--- src/rtl/alu_tmr_voter.sv ---
// Majority voter and per-channel fault monitor for NUM_CH replicated ALU result channels.
// One register stage from valid_i to voted/mismatch outputs and statistics; no backpressure.
module alu_tmr_voter #(
    parameter int NUM_CH = 3,
    parameter int DATA_W = 32,
    parameter int CNT_W  = 16,
    parameter int THRESH = 4
) (
    input  logic                       clk_i,
    input  logic                       rst_i,
    input  logic                       valid_i,
    input  logic [NUM_CH*DATA_W-1:0]   result_i,
    input  logic [NUM_CH-1:0]          cmp_i,
    input  logic [NUM_CH-1:0]          ready_i,
    input  logic                       clear_i,
    output logic                       voted_valid_o,
    output logic [DATA_W-1:0]          voted_result_o,
    output logic                       voted_cmp_o,
    output logic                       voted_ready_o,
    output logic                       no_majority_o,
    output logic [NUM_CH-1:0]          mismatch_o,
    output logic [NUM_CH-1:0]          faulty_o,
    output logic [NUM_CH*CNT_W-1:0]    err_cnt_o,
    output logic                       first_valid_o,
    output logic [NUM_CH-1:0]          first_mask_o,
    output logic [CNT_W-1:0]           first_sample_o
);
    localparam int              TW   = DATA_W + 2;
    localparam int              AW   = $clog2(NUM_CH + 1);
    localparam logic [AW-1:0]   MAJ  = AW'(NUM_CH / 2 + 1);
    localparam logic [3:0]      TH   = 4'(THRESH);
    localparam logic [CNT_W-1:0] CMAX = '1;

    logic [TW-1:0]     tup [NUM_CH];
    logic [NUM_CH-1:0] flt_eff, mism;
    logic              found;
    logic [TW-1:0]     vote;
    logic [AW-1:0]     agree;

    logic [CNT_W-1:0]  err_q [NUM_CH];
    logic [CNT_W-1:0]  err_d [NUM_CH];
    logic [3:0]        consec_q [NUM_CH];
    logic [3:0]        consec_d [NUM_CH];
    logic [NUM_CH-1:0] faulty_q, faulty_d;
    logic [CNT_W-1:0]  samp_q, samp_d;
    logic              first_vld_q, first_vld_d;
    logic [NUM_CH-1:0] first_mask_q, first_mask_d;
    logic [CNT_W-1:0]  first_samp_q, first_samp_d;

    logic              vv_q, nm_q, vcmp_q, vrdy_q;
    logic [DATA_W-1:0] vres_q;
    logic [NUM_CH-1:0] mm_q;

    for (genvar g = 0; g < NUM_CH; g++) begin : g_ch
        assign tup[g] = {result_i[g*DATA_W +: DATA_W], cmp_i[g], ready_i[g]};
        assign err_cnt_o[g*CNT_W +: CNT_W] = err_q[g];
    end

    // A coincident clear takes effect before the vote, so previously faulty channels vote again.
    always_comb begin
        flt_eff = clear_i ? '0 : faulty_q;
        found   = 1'b0;
        vote    = '0;
        agree   = '0;
        mism    = '0;
        for (int c = 0; c < NUM_CH; c++) begin
            agree = '0;
            for (int j = 0; j < NUM_CH; j++) begin
                if (!flt_eff[j] && tup[j] == tup[c]) agree = agree + AW'(1);
            end
            if (!found && !flt_eff[c] && agree >= MAJ) begin
                found = 1'b1;
                vote  = tup[c];
            end
        end
        for (int c = 0; c < NUM_CH; c++) begin
            mism[c] = !flt_eff[c] && (!found || tup[c] != vote);
        end
    end

    always_comb begin
        samp_d       = clear_i ? '0 : samp_q;
        first_vld_d  = clear_i ? 1'b0 : first_vld_q;
        first_mask_d = clear_i ? '0 : first_mask_q;
        first_samp_d = clear_i ? '0 : first_samp_q;
        faulty_d     = flt_eff;
        for (int c = 0; c < NUM_CH; c++) begin
            err_d[c]    = clear_i ? '0 : err_q[c];
            consec_d[c] = clear_i ? '0 : consec_q[c];
        end
        if (valid_i) begin
            for (int c = 0; c < NUM_CH; c++) begin
                if (mism[c]) begin
                    if (err_d[c] != CMAX)     err_d[c]    = err_d[c] + 1'b1;
                    if (consec_d[c] != 4'hF)  consec_d[c] = consec_d[c] + 4'd1;
                    if (consec_d[c] >= TH)    faulty_d[c] = 1'b1;
                end else begin
                    consec_d[c] = '0;
                end
            end
            if (!first_vld_d && (|mism || !found)) begin
                first_vld_d  = 1'b1;
                first_mask_d = mism;
                first_samp_d = samp_d;
            end
            if (samp_d != CMAX) samp_d = samp_d + 1'b1;
        end
    end

    always_ff @(posedge clk_i) begin
        if (rst_i) begin
            vv_q         <= 1'b0;
            nm_q         <= 1'b0;
            mm_q         <= '0;
            vres_q       <= '0;
            vcmp_q       <= 1'b0;
            vrdy_q       <= 1'b0;
            faulty_q     <= '0;
            samp_q       <= '0;
            first_vld_q  <= 1'b0;
            first_mask_q <= '0;
            first_samp_q <= '0;
            for (int c = 0; c < NUM_CH; c++) begin
                err_q[c]    <= '0;
                consec_q[c] <= '0;
            end
        end else begin
            vv_q <= valid_i;
            nm_q <= valid_i && !found;
            mm_q <= valid_i ? mism : '0;
            if (valid_i) {vres_q, vcmp_q, vrdy_q} <= vote;
            faulty_q     <= faulty_d;
            samp_q       <= samp_d;
            first_vld_q  <= first_vld_d;
            first_mask_q <= first_mask_d;
            first_samp_q <= first_samp_d;
            for (int c = 0; c < NUM_CH; c++) begin
                err_q[c]    <= err_d[c];
                consec_q[c] <= consec_d[c];
            end
        end
    end

    assign voted_valid_o  = vv_q;
    assign voted_result_o = vres_q;
    assign voted_cmp_o    = vcmp_q;
    assign voted_ready_o  = vrdy_q;
    assign no_majority_o  = nm_q;
    assign mismatch_o     = mm_q;
    assign faulty_o       = faulty_q;
    assign first_valid_o  = first_vld_q;
    assign first_mask_o   = first_mask_q;
    assign first_sample_o = first_samp_q;
endmodule
--- config.mk ---
export PLATFORM = sky130hd
export DESIGN_NAME = alu_tmr_voter
export DESIGN_NICKNAME = d
export VERILOG_FILES = /design/src/rtl/alu_tmr_voter.sv
export SDC_FILE = /design/constraint.sdc
export NUM_CORES = 1
export LEC_CHECK = 0
export CAP_MARGIN = 20
export CORE_UTILIZATION = 39
export CTS_BUF_LIST = sky130_fd_sc_hd__clkbuf_16
export CTS_CLUSTER_DIAMETER = 120
export CTS_CLUSTER_SIZE = 40
export DETAILED_ROUTE_END_ITERATION = 8
export HOLD_SLACK_MARGIN = 0.1
export PLACE_DENSITY = 0.66
export SLEW_MARGIN = 15
export SYNTH_ARGS = -nofsm -noshare
export SYNTH_HDL_FRONTEND = slang
export SYNTH_SLANG_ARGS = --single-unit
export TNS_END_PERCENT = 1
--- constraint.sdc ---
create_clock -name clk_i -period 9.2 [get_ports clk_i]
set_input_delay 1.84 -clock clk_i [delete_from_list [all_inputs] [get_ports clk_i]]
set_output_delay 1.84 -clock clk_i [all_outputs]
set_load 0.03 [all_outputs]
=== Yosys cells after proc, flatten, opt, wreduce, memory -nomap -nowiden ===
Memories as Yosys holds them, arrays and structs flattened.
Index checks and enable logic that the tools add are counted.

* Memories kept: 2
* Input bits: 106
* Register bits after elaboration: 78
* Logic and storage cells: 154
* Bits in writable memories: 60

{| class="wikitable"
|+ Memory list
! memory !! depth !! width !! read ports !! clocked after memory_dff !! write ports !! RTL line !! source
|-
| err_q || 3 || 16 || 3 || 0 || 3 || 40 || <nowiki>logic [CNT_W-1:0] err_q [NUM_CH];</nowiki>
|-
| consec_q || 3 || 4 || 3 || 0 || 3 || 42 || <nowiki>logic [3:0] consec_q [NUM_CH];</nowiki>
|}

* Magnitude comparators: 6
* Eq/ne operators: 16
* Reduce and logical (&&, ||, !) cells: 29
* Multiplexer cells: 70
* $add $sub $neg: 13
* Bitwise logic cells: 7

{| class="wikitable"
|+ Operators by type and width
! operator !! number
|-
| $mux 16 || 18
|-
| $eq 34x34->1 || 6
|-
| $mux 34 || 3
|-
| $ne 34x34->1 || 3
|-
| $mux 4 || 18
|-
| $add 16x1->16 const B || 4
|-
| $ne 16x16->1 const B || 4
|-
| $mux 48 || 1
|-
| $mux 1 || 18
|-
| $logic_and 1x1->1 || 16
|-
| $mux 3 || 5
|-
| $add 4x1->4 const B || 3
|-
| $ge 4x3->1 const B || 3
|-
| $mux 12 || 1
|-
| $mux 2 || 6
|-
| $ne 4x4->1 const B || 3
|-
| $add 2x1->2 const B || 5
|-
| $logic_not 1->1 || 7
|-
| $ge 2x2->1 const B || 3
|-
| $or 1x1->1 || 6
|-
| $logic_or 1x1->1 || 4
|-
| $reduce_or 3->1 || 1
|-
| $add 1x1->2 const B || 1
|-
| $reduce_or 2->1 || 1
|-
| $not 1->1 || 1
|}

=== Logic depth before layout (Yosys ltp) ===
* Depth in word-level cells: 26
* Mapped depth: 17
* Depth with buffers taken out: 12

=== Least setup slack after synthesis ===
OpenSTA, ideal clock, no wires.

* Path kind: input port to flip-flop
* From: input result_i[42]
* To: memory err_q[2][13], in the netlist err_q[0][45]
* Library setup time: 121 ps
* Data arrival time: 5316 ps
* Stages on the path: 14
* Setup slack: 3763 ps
* Data required time: 9079 ps
* Cell sequence: xnor2_1 > o2111ai_1 > or4_1 > buf_2 > or3_1 > clkbuf_1 > nor2_1 > a22oi_1 > xnor2_1 > or4b_4 > o31ai_2 > buf_6 > nor4_2 > mux2_4

{| class="wikitable"
|+ RTL lines
! what !! RTL line !! source
|-
| start, declared || 12 || <nowiki>input logic [NUM_CH*DATA_W-1:0] result_i,</nowiki>
|-
| end, declared || 40 ||
|}

=== Worst setup path after layout ===
* From: input result_i[32]
* To: register first_samp_q[9], in the netlist first_sample_o[9]

* Cells in the longest elaborated chain, start to end: 24

{| class="wikitable"
|+ Ends and longest elaborated chain
! what !! RTL line !! source
|-
| parallel branches: the longest is 20 deep, another holds $add 2x1->2 || -- ||
|-
| $logic_or 1x1->1 (*) || 101 || <nowiki>if (!first_vld_d && (|mism || !found)) begin</nowiki>
|-
| $logic_and 1x1->1 (*) || 101 ||
|-
| $mux 16 (*) || 101 ||
|-
| $mux 16 (*) || 91 || <nowiki>if (valid_i) begin</nowiki>
|-
| end signal, assigned || 136 || <nowiki>first_samp_q <= first_samp_d;</nowiki>
|-
| end, declared || 48 || <nowiki>logic [CNT_W-1:0] first_samp_q, first_samp_d;</nowiki>
|}

Every way passes the cells marked *.
A chain may end at the register's enable or synchronous reset.

==> results.json <==
{
  "status": "completed",
  "grt_use_met2": 0.446,
  "wl_per_cell_um": 20.0,
  "drive_gt1_frac": 0.0461,
  "nFillCells": 2068,
  "maxCapViolCount": 0,
  "ys.flop_type": "dfxtp_1",
  "reg2reg_depth": 12,
  "cellPowerDensity_nw_per_um2": 133,
  "finalHoldViolCount": 0,
  "mostFrequentLayoutCell": "clkdlybuf4s50_1",
  "ir_drop_mv": 0.0770,
  "finClkSkew_ps": 9.26,
  "rsz0062_at_grt": "no",
  "synth_cell_types": 74,
  "worstPathArrival_ps": 7380,
  "synth.net_count": 1218,
  "grt_max_degree": 84,
  "fp.coreArea_um2": 21800,
  "io_pins": 216,
  "gp_congestion": 1.08,
  "required_ps": 9540,
  "avgSynthCellArea_um2": 7.83,
  "die_width_um": 151,
  "critical_path_class": "input port to register",
  "ant_nets": 0,
  "p_leak_uw": 0.00400,
  "syn_area_um2": 8650,
  "area.sequential_um2": 2760,
  "synth_seq_area_share": 0.319,
  "antenna_cells": 0,
  "insertion_delay_ps": 420,
  "worst-path-buf-inv": 2,
  "syn_to_final_growth_pct": 33.3,
  "hold_depth": 2,
  "fmax_ghz": 0.142,
  "crit_chain": "clkdlybuf4s50_1 -> xnor2_1 -> o2111ai_1 -> or4_1 -> or3_1 -> nor2_1 -> a22oi_1 -> xnor2_1 -> or4b_4 -> o31a_1 -> o21ai_2 -> buf_6 -> mux2i_1",
  "antenna_found_initial": 0,
  "crit_path_end_kind": "register",
  "multiInputGateArea_um2": 5460,
  "period_needed_ps": 7040,
  "ys_ff_latch": 138,
  "ctsResizeCount": 0,
  "crit_slowest_cell": "nor2_1",
  "vias_per_cell": 5.81,
  "grtUsageMet3": 0.0599,
  "drcViolationCount": 0,
  "relSlewSlack": 0.317,
  "r2r_setup_slack_ps": 3910,
  "final_max_slew_viol_count": 0,
  "grt_use_total": 0.281,
  "max_slew.worst_pin.slew_ps": 1020,
  "dp.final_hpwl_um": 23900,
  "finish.net_count": 1403,
  "critPathMaxFanout": 14,
  "worstSetupPathDepth": 13,
  "crit_family": "simple AND/OR/NAND/NOR gates",
  "synth_cells": 1105,
  "yosys_warnings": 0,
  "drt-pass1-iter-count": 6,
  "hold_class": "register to register",
  "fin_crit_sh": 0.765,
  "synth.area.top_cells": "dfxtp_1 32%, xnor2_1 6.2%, xor2_1 5.7%, nor2_1 5.3%, nand2_1 5.2%",
  "synth-edff-count": 0,
  "crit_path_frequent_cell": "xnor2_1",
  "clk_path_buf_depth": 2,
  "finalSetupViolations": 0,
  "tritoncts": "done",
  "rows": 54,
  "async_flop_share": 0,
  "cts_buffers": 17,
  "use_met1": 0.355,
  "vias": 9184,
  "synth_top_cell_by_area": "dfxtp_1",
  "hold_slack_ps": 458,
  "overflow": 0,
  "initial_core_util": 0.397,
  "holdBufCountCts": 0,
  "drt_iter0_drc": 739,
  "grt_pass1_wl_um": 48300,
  "synth_top_area_frac": 0.319,
  "grt-busiest-layer": "met2",
  "die_area_um2": 22800,
  "path_clk_slew_ps": 60,
  "grt_pass1_vias": 8526,
  "cts_max_level": 4,
  "root_buffer": "clkbuf_16",
  "final_cell_mix": "212 x clkdlybuf4s50_1, 138 x dfxtp_1, 122 x nor2_1",
  "cts_setup_buffers": 0,
  "fin_tns_setup_ps": 0,
  "port_buffers": 215,
  "slowest_delay_ps": 810,
  "crit_path_start_kind": "input port",
  "dieHeight_um": 151,
  "clock-sinks": 138,
  "routed_wl_um": 31700
}
[cell families (layout without fill, tap and decap cells)]
logic type / after synthesis / after routing / share of synthesized area
DFF: 138 / 138 / 0.319
buffers and inverters: 106 / 303 / 0.0523
AOI/OAI and AO/OA: 212 / 212 / 0.178
muxes: 26 / 26 / 0.0308
xor gates and xnor gates: 118 / 118 / 0.120
adders and majority gates: 7 / 7 / 0.0101
and+or+nand+nor: 498 / 498 / 0.289
[worst register-to-register path: stages, from the launching register on]
cell	delay, ps
dfxtp_1	370
nor2_1	210
o2111ai_1	140
or4_1	710
or3_1	630
nor2_1	810
a22oi_1	290
xnor2_1	220
or4b_4	550
o31a_1	410
o21ai_2	390
buf_6	260
mux2i_1	210
[flip-flops by register name, indices dropped and copies added (netlist names)]
signal / flops
voted_cmp_o: 1
first_mask_o: 3
mismatch_o: 3
no_majority_o: 1
samp_q: 16
voted_valid_o: 1
first_valid_o: 1
first_sample_o: 16
voted_result_o: 32
voted_ready_o: 1
consec_q: 12
err_q: 48
faulty_o: 3
[layer usage]
layer / part of all wire / vias up
met5: 0 / -
met4: 0.046 / 0
met3: 0.076 / 89
met2: 0.45 / 459
met1: 0.42 / 4300
li1: - / 4336
[where the power goes]
part	internal, uW	switching, uW	leakage (uW)
combinational	106	147	0.00260
clock	393	269	0.000277
sequential	610	8.11	0.00112
total	1110	425	0.00400
[metrics by stage]
| step | setup WS (ps) | utilization | area [um^2] | cells | power (uW) |
|---|---|---|---|---|---|
| after CTS | 1950 | 0.527 | 11500 | 1580 | 1540 |
| final | 2160 | 0.529 | 11500 | 1582 | 1530 |
| after global routing | 2050 | 0.529 | 11500 | 1582 | 1590 |
| after global placement | 1490 | 0.502 | 11000 | 1549 | 881 |
| after detailed placement | 1510 | 0.502 | 11000 | 1549 | 880 |
| after floorplan | 3760 | - | 8650 | 1105 | 750 |
[synthesized netlist by cell type, types with 10 or more instances]
cell	n
a2111oi_0	10
nand2b_1	13
nor4_1	19
o21ai_0	19
o22ai_1	12
nor2b_1	51
nand2_1	121
inv_1	43
clkbuf_1	44
a311oi_1	12
or3_1	15
dfxtp_1	138
or4_1	16
xnor2_1	61
nand4_1	30
and3_1	19
a21oi_1	41
xor2_1	56
mux2i_1	24
nand3_1	35
a221oi_1	10
and2_1	10
nor2_1	123
nor3_1	25
a211oi_1	23
[area by class of cell]
cell class,count,share of cell area
multi-input cells,861,0.474
flip-flops and latches,138,0.239
repair buffers,226,0.193
clock buffers,17,0.0369
well taps,280,0.0304
inverters,46,0.0150
clock inverters,14,0.0113
[worst paths after layout]
kind,from,to
setup / recovery,result_i[32],first_sample_o[9]
hold / removal,first_sample_o[15],first_sample_o[15]
setup reg to reg,faulty_o[2],first_sample_o[9]
hold reg to reg,first_sample_o[15],first_sample_o[15]
No activity file was read; power rests on OpenSTA's default activity.
